--- src/rtl/xlnx_rst_seq_pkg.sv ---
// Shared types and defaults for the board-level reset sequencer.
package xlnx_rst_seq_pkg;

  typedef enum logic [2:0] {
    ST_WAIT_LOCK  = 3'd0,
    ST_HOLD       = 3'd1,
    ST_WAIT_CALIB = 3'd2,
    ST_CORE_DLY   = 3'd3,
    ST_RUN        = 3'd4,
    ST_NDM        = 3'd5
  } rst_state_e;

  localparam int unsigned DefHoldCycles = 63;
  localparam int unsigned DefCoreDelay  = 16;
  localparam int unsigned DefNdmPulse   = 32;

  // Largest of three timer lengths; sizes the shared counter.
  function automatic int unsigned max3(input int unsigned a,
                                       input int unsigned b,
                                       input int unsigned c);
    int unsigned m;
    m = a;
    if (b > m) m = b;
    if (c > m) m = c;
    return m;
  endfunction

endpackage

--- src/rtl/xlnx_rst_sync.sv ---
// Two-flop synchroniser for an asynchronous level; clears to 0 on reset.
module xlnx_rst_sync (
  input  logic clk_i,
  input  logic rst_ni,
  input  logic d_i,
  output logic q_o
);

  (* ASYNC_REG = "TRUE" *) logic [1:0] sync_q;
  logic [1:0] sync_d;

  // Shift the raw input one stage per clock.
  always_comb begin
    sync_d = {sync_q[0], d_i};
  end

  // Synchroniser register chain.
  always_ff @(posedge clk_i or negedge rst_ni) begin
    if (!rst_ni) sync_q <= 2'b00;
    else         sync_q <= sync_d;
  end

  assign q_o = sync_q[1];

endmodule

--- src/rtl/xlnx_rst_seq.sv ---
// Board-level reset sequencer: lock hold-off, DDR calibration gating and
// debug ndmreset re-pulse of the core.
//
//   state          | meaning
//   ---------------+------------------------------------------------
//   WAIT_LOCK  (0) | both resets held, waiting for clock-wizard lock
//   HOLD       (1) | lock seen, waiting HoldCycles of stable lock
//   WAIT_CALIB (2) | peripherals/DDR released, waiting for calibration
//   CORE_DLY   (3) | calibration seen, CoreDelay cycles before core
//   RUN        (4) | everything released, ready
//   NDM        (5) | core held by debug ndmreset (min NdmPulse cycles)
module xlnx_rst_seq
  import xlnx_rst_seq_pkg::*;
#(
  parameter int unsigned HoldCycles = DefHoldCycles,
  parameter int unsigned CoreDelay  = DefCoreDelay,
  parameter int unsigned NdmPulse   = DefNdmPulse
) (
  input  logic       clk_i,
  input  logic       rst_ni,
  input  logic       locked_i,
  input  logic       calib_done_i,
  input  logic       ndmreset_i,
  output logic       periph_rst_no,
  output logic       core_rst_no,
  output logic       ready_o,
  output logic [2:0] state_o
);

  localparam int unsigned CntMax = max3(HoldCycles, CoreDelay, NdmPulse);
  localparam int unsigned CntW   = $clog2(CntMax + 1);

  localparam logic [CntW-1:0] CntSat   = CntW'(CntMax);
  localparam logic [CntW-1:0] HoldLast = CntW'(HoldCycles - 1);
  localparam logic [CntW-1:0] CoreLast = CntW'(CoreDelay - 1);
  localparam logic [CntW-1:0] NdmLast  = CntW'(NdmPulse - 1);

  logic lock_s;
  logic calib_s;

  rst_state_e      state_q, state_d;
  logic [CntW-1:0] cnt_q, cnt_d;
  logic            periph_q, periph_d;
  logic            core_q, core_d;
  logic            ready_q, ready_d;

  xlnx_rst_sync u_sync_lock (
    .clk_i  (clk_i),
    .rst_ni (rst_ni),
    .d_i    (locked_i),
    .q_o    (lock_s)
  );

  xlnx_rst_sync u_sync_calib (
    .clk_i  (clk_i),
    .rst_ni (rst_ni),
    .d_i    (calib_done_i),
    .q_o    (calib_s)
  );

  // Next state, shared counter and output decode from the next state.
  always_comb begin
    logic [CntW-1:0] cnt_inc;

    state_d  = state_q;
    cnt_inc  = (cnt_q == CntSat) ? cnt_q : cnt_q + 1'b1;

    if (state_q != ST_WAIT_LOCK && !lock_s) begin
      state_d = ST_WAIT_LOCK;
    end else if (!calib_s && (state_q == ST_CORE_DLY || state_q == ST_RUN ||
                              state_q == ST_NDM)) begin
      state_d = ST_WAIT_CALIB;
    end else begin
      case (state_q)
        ST_WAIT_LOCK:  if (lock_s)               state_d = ST_HOLD;
        ST_HOLD:       if (cnt_q == HoldLast)    state_d = ST_WAIT_CALIB;
        ST_WAIT_CALIB: if (calib_s)              state_d = ST_CORE_DLY;
        ST_CORE_DLY:   if (cnt_q == CoreLast)    state_d = ST_RUN;
        ST_RUN:        if (ndmreset_i)           state_d = ST_NDM;
        ST_NDM:        if (cnt_q >= NdmLast && !ndmreset_i) state_d = ST_CORE_DLY;
        default:                                 state_d = ST_WAIT_LOCK;
      endcase
    end

    // Every state entry restarts the timer; otherwise it counts and saturates.
    cnt_d = (state_d != state_q) ? '0 : cnt_inc;

    periph_d = !(state_d == ST_WAIT_LOCK || state_d == ST_HOLD);
    core_d   = (state_d == ST_RUN);
    ready_d  = (state_d == ST_RUN);
  end

  // State, counter and registered reset outputs.
  always_ff @(posedge clk_i or negedge rst_ni) begin
    if (!rst_ni) begin
      state_q  <= ST_WAIT_LOCK;
      cnt_q    <= '0;
      periph_q <= 1'b0;
      core_q   <= 1'b0;
      ready_q  <= 1'b0;
    end else begin
      state_q  <= state_d;
      cnt_q    <= cnt_d;
      periph_q <= periph_d;
      core_q   <= core_d;
      ready_q  <= ready_d;
    end
  end

  assign periph_rst_no = periph_q;
  assign core_rst_no   = core_q;
  assign ready_o       = ready_q;
  assign state_o       = state_q;

endmodule

--- config.mk ---
export PLATFORM = sky130hd
export DESIGN_NAME = xlnx_rst_seq
export DESIGN_NICKNAME = d
export VERILOG_FILES = /design/src/rtl/xlnx_rst_seq_pkg.sv /design/src/rtl/xlnx_rst_sync.sv /design/src/rtl/xlnx_rst_seq.sv
export SDC_FILE = /design/constraint.sdc
export NUM_CORES = 1
export LEC_CHECK = 0
export ABC_AREA = 1
export BUFFER_PORTS_ARGS = -buffer_cell sky130_fd_sc_hd__buf_2
export CORE_MARGIN = 2
export CORE_UTILIZATION = 47
export DETAILED_ROUTE_END_ITERATION = 12
export PLACE_DENSITY = 0.69
export SETUP_SLACK_MARGIN = 0.3
export SLEW_MARGIN = 20
export SYNTH_ARGS = -nofsm -noshare
export SYNTH_HDL_FRONTEND = slang
export SYNTH_SLANG_ARGS = --single-unit
export TNS_END_PERCENT = 20
--- constraint.sdc ---
create_clock -name clk_i -period 2.2 [get_ports clk_i]
set_clock_uncertainty 0.1 [all_clocks]
set_input_delay 0.11 -clock clk_i [delete_from_list [all_inputs] [get_ports clk_i]]
set_output_delay 0.11 -clock clk_i [all_outputs]
set_load 0.05 [all_outputs]
==> results.json, run 1 <==
{
  "dp_hpwl_um": 1160,
  "placedCellCount": 148,
  "synth-edff-count": 0,
  "hold_violations": 0,
  "cp-end-kind": "flop",
  "numCtsBuffers": 3,
  "grt_max_degree": 16,
  "syn_avg_cell_area_um2": 7.44,
  "core_area_mm2": 0.00173,
  "clockBufferDepth": 2,
  "drc": 0,
  "critPathArrivalTime_ns": 1.90,
  "dr.max_layer_used": "met4",
  "cp_num_buf_inv": 3,
  "die_h_um": 46.7,
  "worst-r2r-cell-count": 14,
  "period_needed_ns": 1.85,
  "synth_area_um2": 856,
  "stdcell_count": 159,
  "n_antenna_cell": 0,
  "pwr_density_cell_mw_per_mm2": 922,
  "nFillCells": 167,
  "outcome": "complete, no violations",
  "wl_met2_um": 852,
  "drt-initial-drc-count": 11,
  "drive_gt1_frac": 0.254,
  "die_w_um": 46.7,
  "internal_power_mw": 0.555,
  "crit_type": "flop to flop",
  "track_usage": 0.157,
  "synth-seq-cells": 15,
  "synth_common_cells": "26 x nand2_1, 17 x inv_1, 17 x nor2_1, 15 x dfrtp_1, 14 x nand3_1",
  "synth.area.top_cells": "dfrtp_1 44%, nand2_1 11%, nand3_1 8.2%, inv_1 7.5%, nor2_1 7.5%",
  "gp_congestion": 0.883,
  "p_switching_mw": 0.393,
  "row_count": 15,
  "clock.fmax_mhz": 541,
  "total_leakage_power_nw": 0.561,
  "critPathMaxFanout": 6,
  "drv_slew": 0,
  "port_buffers": 10,
  "crit_slowest_cell": "dfrtp_2",
  "timing.critical_path.from": "cnt_q[0]",
  "seq_area_frac_synth": 0.439,
  "synth_top_area_frac": 0.439,
  "crit_top_cell": "nand2_1",
  "power_frac_seq": 0.403,
  "insertion_delay_ns": 0.27,
  "wl_met1_um": 781,
  "antenna_found_initial": 0,
  "cts_root_buffer": "clkbuf_4",
  "synth_top_area_cell": "dfrtp_1",
  "worstReg2RegEnd": "cnt_q[4]",
  "cp.required_ns": 2.26,
  "seq_area_um2": 377,
  "power_frac_comb": 0.443,
  "async_flop_share": 1.00,
  "die_area_mm2": 0.00218,
  "cts.sinks": 15,
  "worst_pin_slew_ns": 0.316,
  "syn_nets": 122,
  "vias": 758,
  "vias_per_cell": 4.77,
  "start_util": 0.496,
  "cp-start-kind": "flop",
  "final-setup-viol-count": 0,
  "grt_remaining_overflow": 0,
  "final.setup.tns_ns": 0,
  "crit_family": "simple AND/OR/NAND/NOR gates",
  "synth_ff_type": "dfrtp_1",
  "critPathMaxStageDelay_ns": 0.46,
  "nNetsFinal": 142,
  "synth.distinct_cells": 20,
  "cts_tree": "built",
  "timing.rr.start": "cnt_q[0]",
  "period_share": 0.840,
  "yosysMostFrequentCell": "nand2_1",
  "switching_share": 0.415,
  "path_cells": "buf_6 > inv_1 > ha_1 > nand2_1 > inv_2 > nand2_1 > nand2_1 > nand2_1 > o21ai_2 > nand2_1 > nand2_1 > nor2_2 > nand2_2 > nor2_1",
  "max-slew-margin-rel": 0.789,
  "fin_area_mm2": 0.00103,
  "ant_nets": 0,
  "reg2reg_slack_ns": 0.35,
  "rsz0062_at_grt": "true",
  "drt-pass1-iter-count": 4,
  "htree_levels": 1,
  "hold_path_class": "primary input to async pin",
  "power_frac_clock": 0.154,
  "ir_worst_vdd_uv": 493,
  "synthCells": 115,
  "ios": 11,
  "maxCapViolCount": 0,
  "areaGrowthSynthToFinish_pct": 20.2,
  "clkTransAtPathRegs_ns": 0.09,
  "multi_input_area_um2": 412,
  "first_global_vias": 593,
  "grt_pass1_wl_um": 2370,
  "dpl_cell_area_um2": 918,
  "met3_length_um": 44,
  "yosysWarnings": 0,
  "drt-total-wl_um": 1690,
  "wire_per_inst_um": 10.6
}
-- power by group through the flow --
stage	clock (mW)	combinational [mW]	sequential [mW]
after floorplan	0	0.233	0.399
after global placement	0	0.328	0.371
after detailed placement	0	0.331	0.373
after CTS	0.154	0.337	0.367
after global routing	0.161	0.460	0.386
final	0.146	0.420	0.383
-- worst max-delay path by stage --
| stage | slack, ns | to | cells past startpoint |
|---|---|---|---|
| 2_1_floorplan | 0.34 | cnt_q[4] | 10 |
| 3_3_place_gp | 0.40 | cnt_q[3] | 10 |
| 3_5_place_dp | 0.37 | cnt_q[3] | 10 |
| 4_1_cts | 0.35 | cnt_q[3] | 10 |
| 5_1_grt | 0.24 | cnt_q[4] | 12 |
| 6_report | 0.35 | cnt_q[4] | 14 |
-- cells by family (layout without fill, tap and decap cells) --
logic type	after synthesis	count (layout)	synth area share
buf+inv	20	39	0.101
flops	15	15	0.439
simple gates	66	66	0.341
fa+ha+maj	2	2	0.0292
xor+xnor	1	1	0.0102
compound gates	11	11	0.0804
-- cell type report --
class / count / area share
Inverter: 18 / 0.0657
Multi-Input combinational cell: 80 / 0.400
Tap cell: 25 / 0.0304
Clock inverter: 1 / 0.00487
Clock buffer: 3 / 0.0219
Timing Repair Buffer: 17 / 0.111
Sequential cell: 15 / 0.366
-- state kept, by name, indices dropped and copies added, names as in the netlist --
name                 cells
cnt_q                    6
state_o                  3
u_sync_calib.sync_q      2
u_sync_lock.sync_q       2
periph_rst_no            1
ready_o                  1
-- placed cells by master, fill, tap and decap left out, types with 2 or more instances in the layout --
cell type      instances
nand2_1               26
inv_1                 16
nor2_1                15
nand3_1               14
dfrtp_1               14
buf_2                 10
nor2_2                 5
o21ai_0                4
nand2_2                3
a21oi_1                3
clkbuf_4               3
dlygate4sd3_1          3
buf_4                  3
inv_2                  2
o21ai_2                2
-- metal layers --
metal,vias to the layer above,global-route usage
li1,396,-
met1,345,0.218
met2,15,0.242
met3,2,0.0118
met4,0,0.0833
met5,-,0
-- what timing repair did --
action | 4_1_cts | 5_1_grt
endpoints found under the setup margin | 0 | 6
setup buffers | 0 | 4
endpoints found under the hold margin | 17 | 0
hold buffers | 3 | 0
gates resized for setup | 0 | 8
-- metrics by stage --
step / util / total power, mW / hold WS, ns / setup slack [ns]
finish: 0.596 / 0.949 / 0.142 / 0.351
global route: 0.596 / 1.01 / 0.178 / 0.236
CTS: 0.565 / 0.859 / 0.149 / 0.352
detailed placement: 0.532 / 0.704 / -0.0764 / 0.367
global placement: 0.532 / 0.698 / -0.0805 / 0.399
floorplan: - / 0.632 / -0.286 / 0.337
Note: power is estimated with default switching activity, not from simulation.
==> inputs of run 2 (changes only) <==
Settings changed: ABC_AREA 1 to 0, PLACE_DENSITY 0.69 to 0.71.
Clock period 2.2 ns to 1.6 ns, I/O delays scaled along.
==> run 2 against run 1 <==
Net effect: the flow now finishes with violations (negative setup slack); clock power increased by 47%; register-to-register slack worse by 0.49 ns; utilization rose by 12 points; critical path type unchanged; critical endpoint is now cnt_q[3]; largest power group is now sequential cells; highest routed layer unchanged.
==> results.json, run 2 <==
{
  "outcome": "complete, but fails checks",
  "violations": "negative setup slack",
  "die_h_um": 48.0,
  "yosysWarnings": 0,
  "drv_slew": 0,
  "synthCells": 100,
  "wl_met2_um": 1230,
  "htree_levels": 1,
  "synth.distinct_cells": 32,
  "hold_path_class": "primary input to async pin",
  "vias": 879,
  "wl_met1_um": 1000,
  "worst_pin_slew_ns": 0.377,
  "syn_avg_cell_area_um2": 9.11,
  "first_global_vias": 829,
  "layout_setup_ws_ns": -0.138,
  "synth_top_area_frac": 0.412,
  "start_util": 0.511,
  "layout_commonest_cell": "buf_4",
  "top_register": "cnt_q",
  "synth_top_area_cell": "dfrtp_1",
  "placedCellCount": 147,
  "grt_remaining_overflow": 0,
  "critPathMaxFanout": 6,
  "ant_nets": 0,
  "core_area_mm2": 0.00178,
  "yosysMostFrequentCell": "dfrtp_1",
  "n_antenna_cell": 0,
  "numCtsBuffers": 3,
  "drt-initial-drc-count": 21,
  "dr.max_layer_used": "met4",
  "port_buffers": 10,
  "cts.sinks": 15,
  "critPathArrivalTime_ns": 1.80,
  "track_usage": 0.240,
  "period_needed_ns": 1.74,
  "cts_tree": "built",
  "gp_congestion": 0.912,
  "nNetsFinal": 142,
  "ir_worst_vdd_uv": 636,
  "clkTransAtPathRegs_ns": 0.09,
  "vias_per_cell": 5.53,
  "worst-r2r-cell-count": 6,
  "drive_gt1_frac": 0.396,
  "grt_max_degree": 16,
  "layout_common_cells": "21 x buf_4, 12 x dfrtp_1, 11 x nand3_1, 9 x buf_2, 8 x nor2_1",
  "grt_pass1_wl_um": 3660,
  "rsz0062_at_grt": "true",
  "drt-total-wl_um": 2330,
  "antenna_found_initial": 0,
  "synth.area.top_cells": "dfrtp_1 41%, nand3_1 6.6%, nand2b_1 4.1%, o21ai_0 3.8%, nor2_1 3.7%",
  "cp-end-kind": "flop",
  "cts_root_buffer": "clkbuf_4",
  "clock.fmax_mhz": 575,
  "hold_violations": 0,
  "die_w_um": 48.0,
  "dp_hpwl_um": 1600,
  "syn_nets": 107,
  "maxCapViolCount": 0,
  "async_flop_share": 1.00,
  "synth_common_cells": "15 x dfrtp_1, 12 x nand3_1, 9 x nor2_1, 7 x o21ai_0, 6 x nand2b_1",
  "fin_worst_hold_slack_ns": 0.130,
  "met3_length_um": 62,
  "pwr_density_cell_mw_per_mm2": 597,
  "clockBufferDepth": 2,
  "synth_ff_type": "dfrtp_1",
  "stdcell_count": 159,
  "crit_type": "flop to flop",
  "wire_per_inst_um": 14.7,
  "seq_area_frac_synth": 0.412,
  "max-slew-margin-rel": 0.745,
  "period_share": 1.09,
  "drc": 0,
  "synth_area_um2": 911,
  "cp.required_ns": 1.66,
  "synth-edff-count": 0,
  "insertion_delay_ns": 0.28,
  "finalPower_mw": 0.761,
  "drt-pass1-iter-count": 4,
  "areaGrowthSynthToFinish_pct": 40.0,
  "ios": 11,
  "cp-start-kind": "flop",
  "synth-seq-cells": 15,
  "row_count": 15,
  "total_leakage_power_nw": 0.586,
  "final-setup-viol-count": 8,
  "largest_reg_flops": 6,
  "die_area_mm2": 0.00231
}
## run 2: cell type report
cell class                      count  area [um^2]
Tap cell                           25         31.3
Sequential cell                    15          379
Clock buffer                        3         22.5
Fill cell                         142          508
Clock inverter                      1         5.00
Timing Repair Buffer               36          267
Inverter                            4         17.5
Multi-Input combinational cell     75          553
## run 2: worst max-delay path, stage by stage (launching register included)
cell and delay [ns]:
dfrtp_1 0.41, ha_4 0.17, and3_4 0.21, nand3_4 0.08, o21a_1 0.23, o221ai_4 0.32, nor2_1 0.10
## run 2: final timing paths
check	from	to	slack (ns)
worst max-delay path	cnt_q[0]	cnt_q[3]	-0.14
worst min-delay path	rst_ni	cnt_q[5]	0.13
worst max register to register	cnt_q[0]	cnt_q[3]	-0.14
worst min register to register	u_sync_lock.sync_q[0]	u_sync_lock.sync_q[1]	0.26
max in group asynchronous	rst_ni	state_o[2]	0.99
min in group clk_i	ndmreset_i	state_o[2]	0.22
## run 2: cell families (layout without fill, tap and decap cells)
logic type / Yosys count / count (layout) / share of synthesized area
xor gates and xnor gates: 1 / 1 / 0.00962
adders and majority gates: 2 / 2 / 0.0275
and+or+nand+nor: 47 / 47 / 0.287
buffers and inverters: 10 / 44 / 0.0522
AOI/OAI and AO/OA: 25 / 25 / 0.212
DFF: 15 / 15 / 0.412
## run 2: power breakdown
group          leakage, nW  internal (mW)  switching, mW  total (mW)
combinational        0.375         0.0676         0.0724       0.140
sequential           0.194          0.391         0.0169       0.408
clock               0.0177         0.0927          0.121       0.214
total                0.586          0.551          0.210       0.761
## run 2: per-stage QoR
| stage | TNS, ns | instance area (um^2) | utilization | setup slack, ns |
|---|---|---|---|---|
| CTS | -0.404 | 1210 | 0.680 | -0.0674 |
| global route | -1.28 | 1270 | 0.715 | -0.198 |
| finish | -0.647 | 1270 | 0.715 | -0.138 |
| floorplan | -0.510 | 947 | - | -0.106 |
| detailed placement | -0.569 | 1120 | 0.629 | -0.0786 |
| global placement | -0.197 | 1120 | 0.629 | -0.0439 |
## run 2: metal layers
metal | track usage | vias to the layer above
met2 | 0.397 | 17
met1 | 0.303 | 430
met3 | 0.0415 | 4
met4 | 0.114 | 0
li1 | - | 428
met5 | 0 | -
## run 2: timing repair
action | 4_1_cts | 5_1_grt
gates resized for setup | 5 | 10
endpoints found under the setup margin | 12 | 12
pin swaps | 9 | 9
endpoints found under the hold margin | 17 | 0
buffers inserted | 1 | 4
hold buffers | 3 | 0
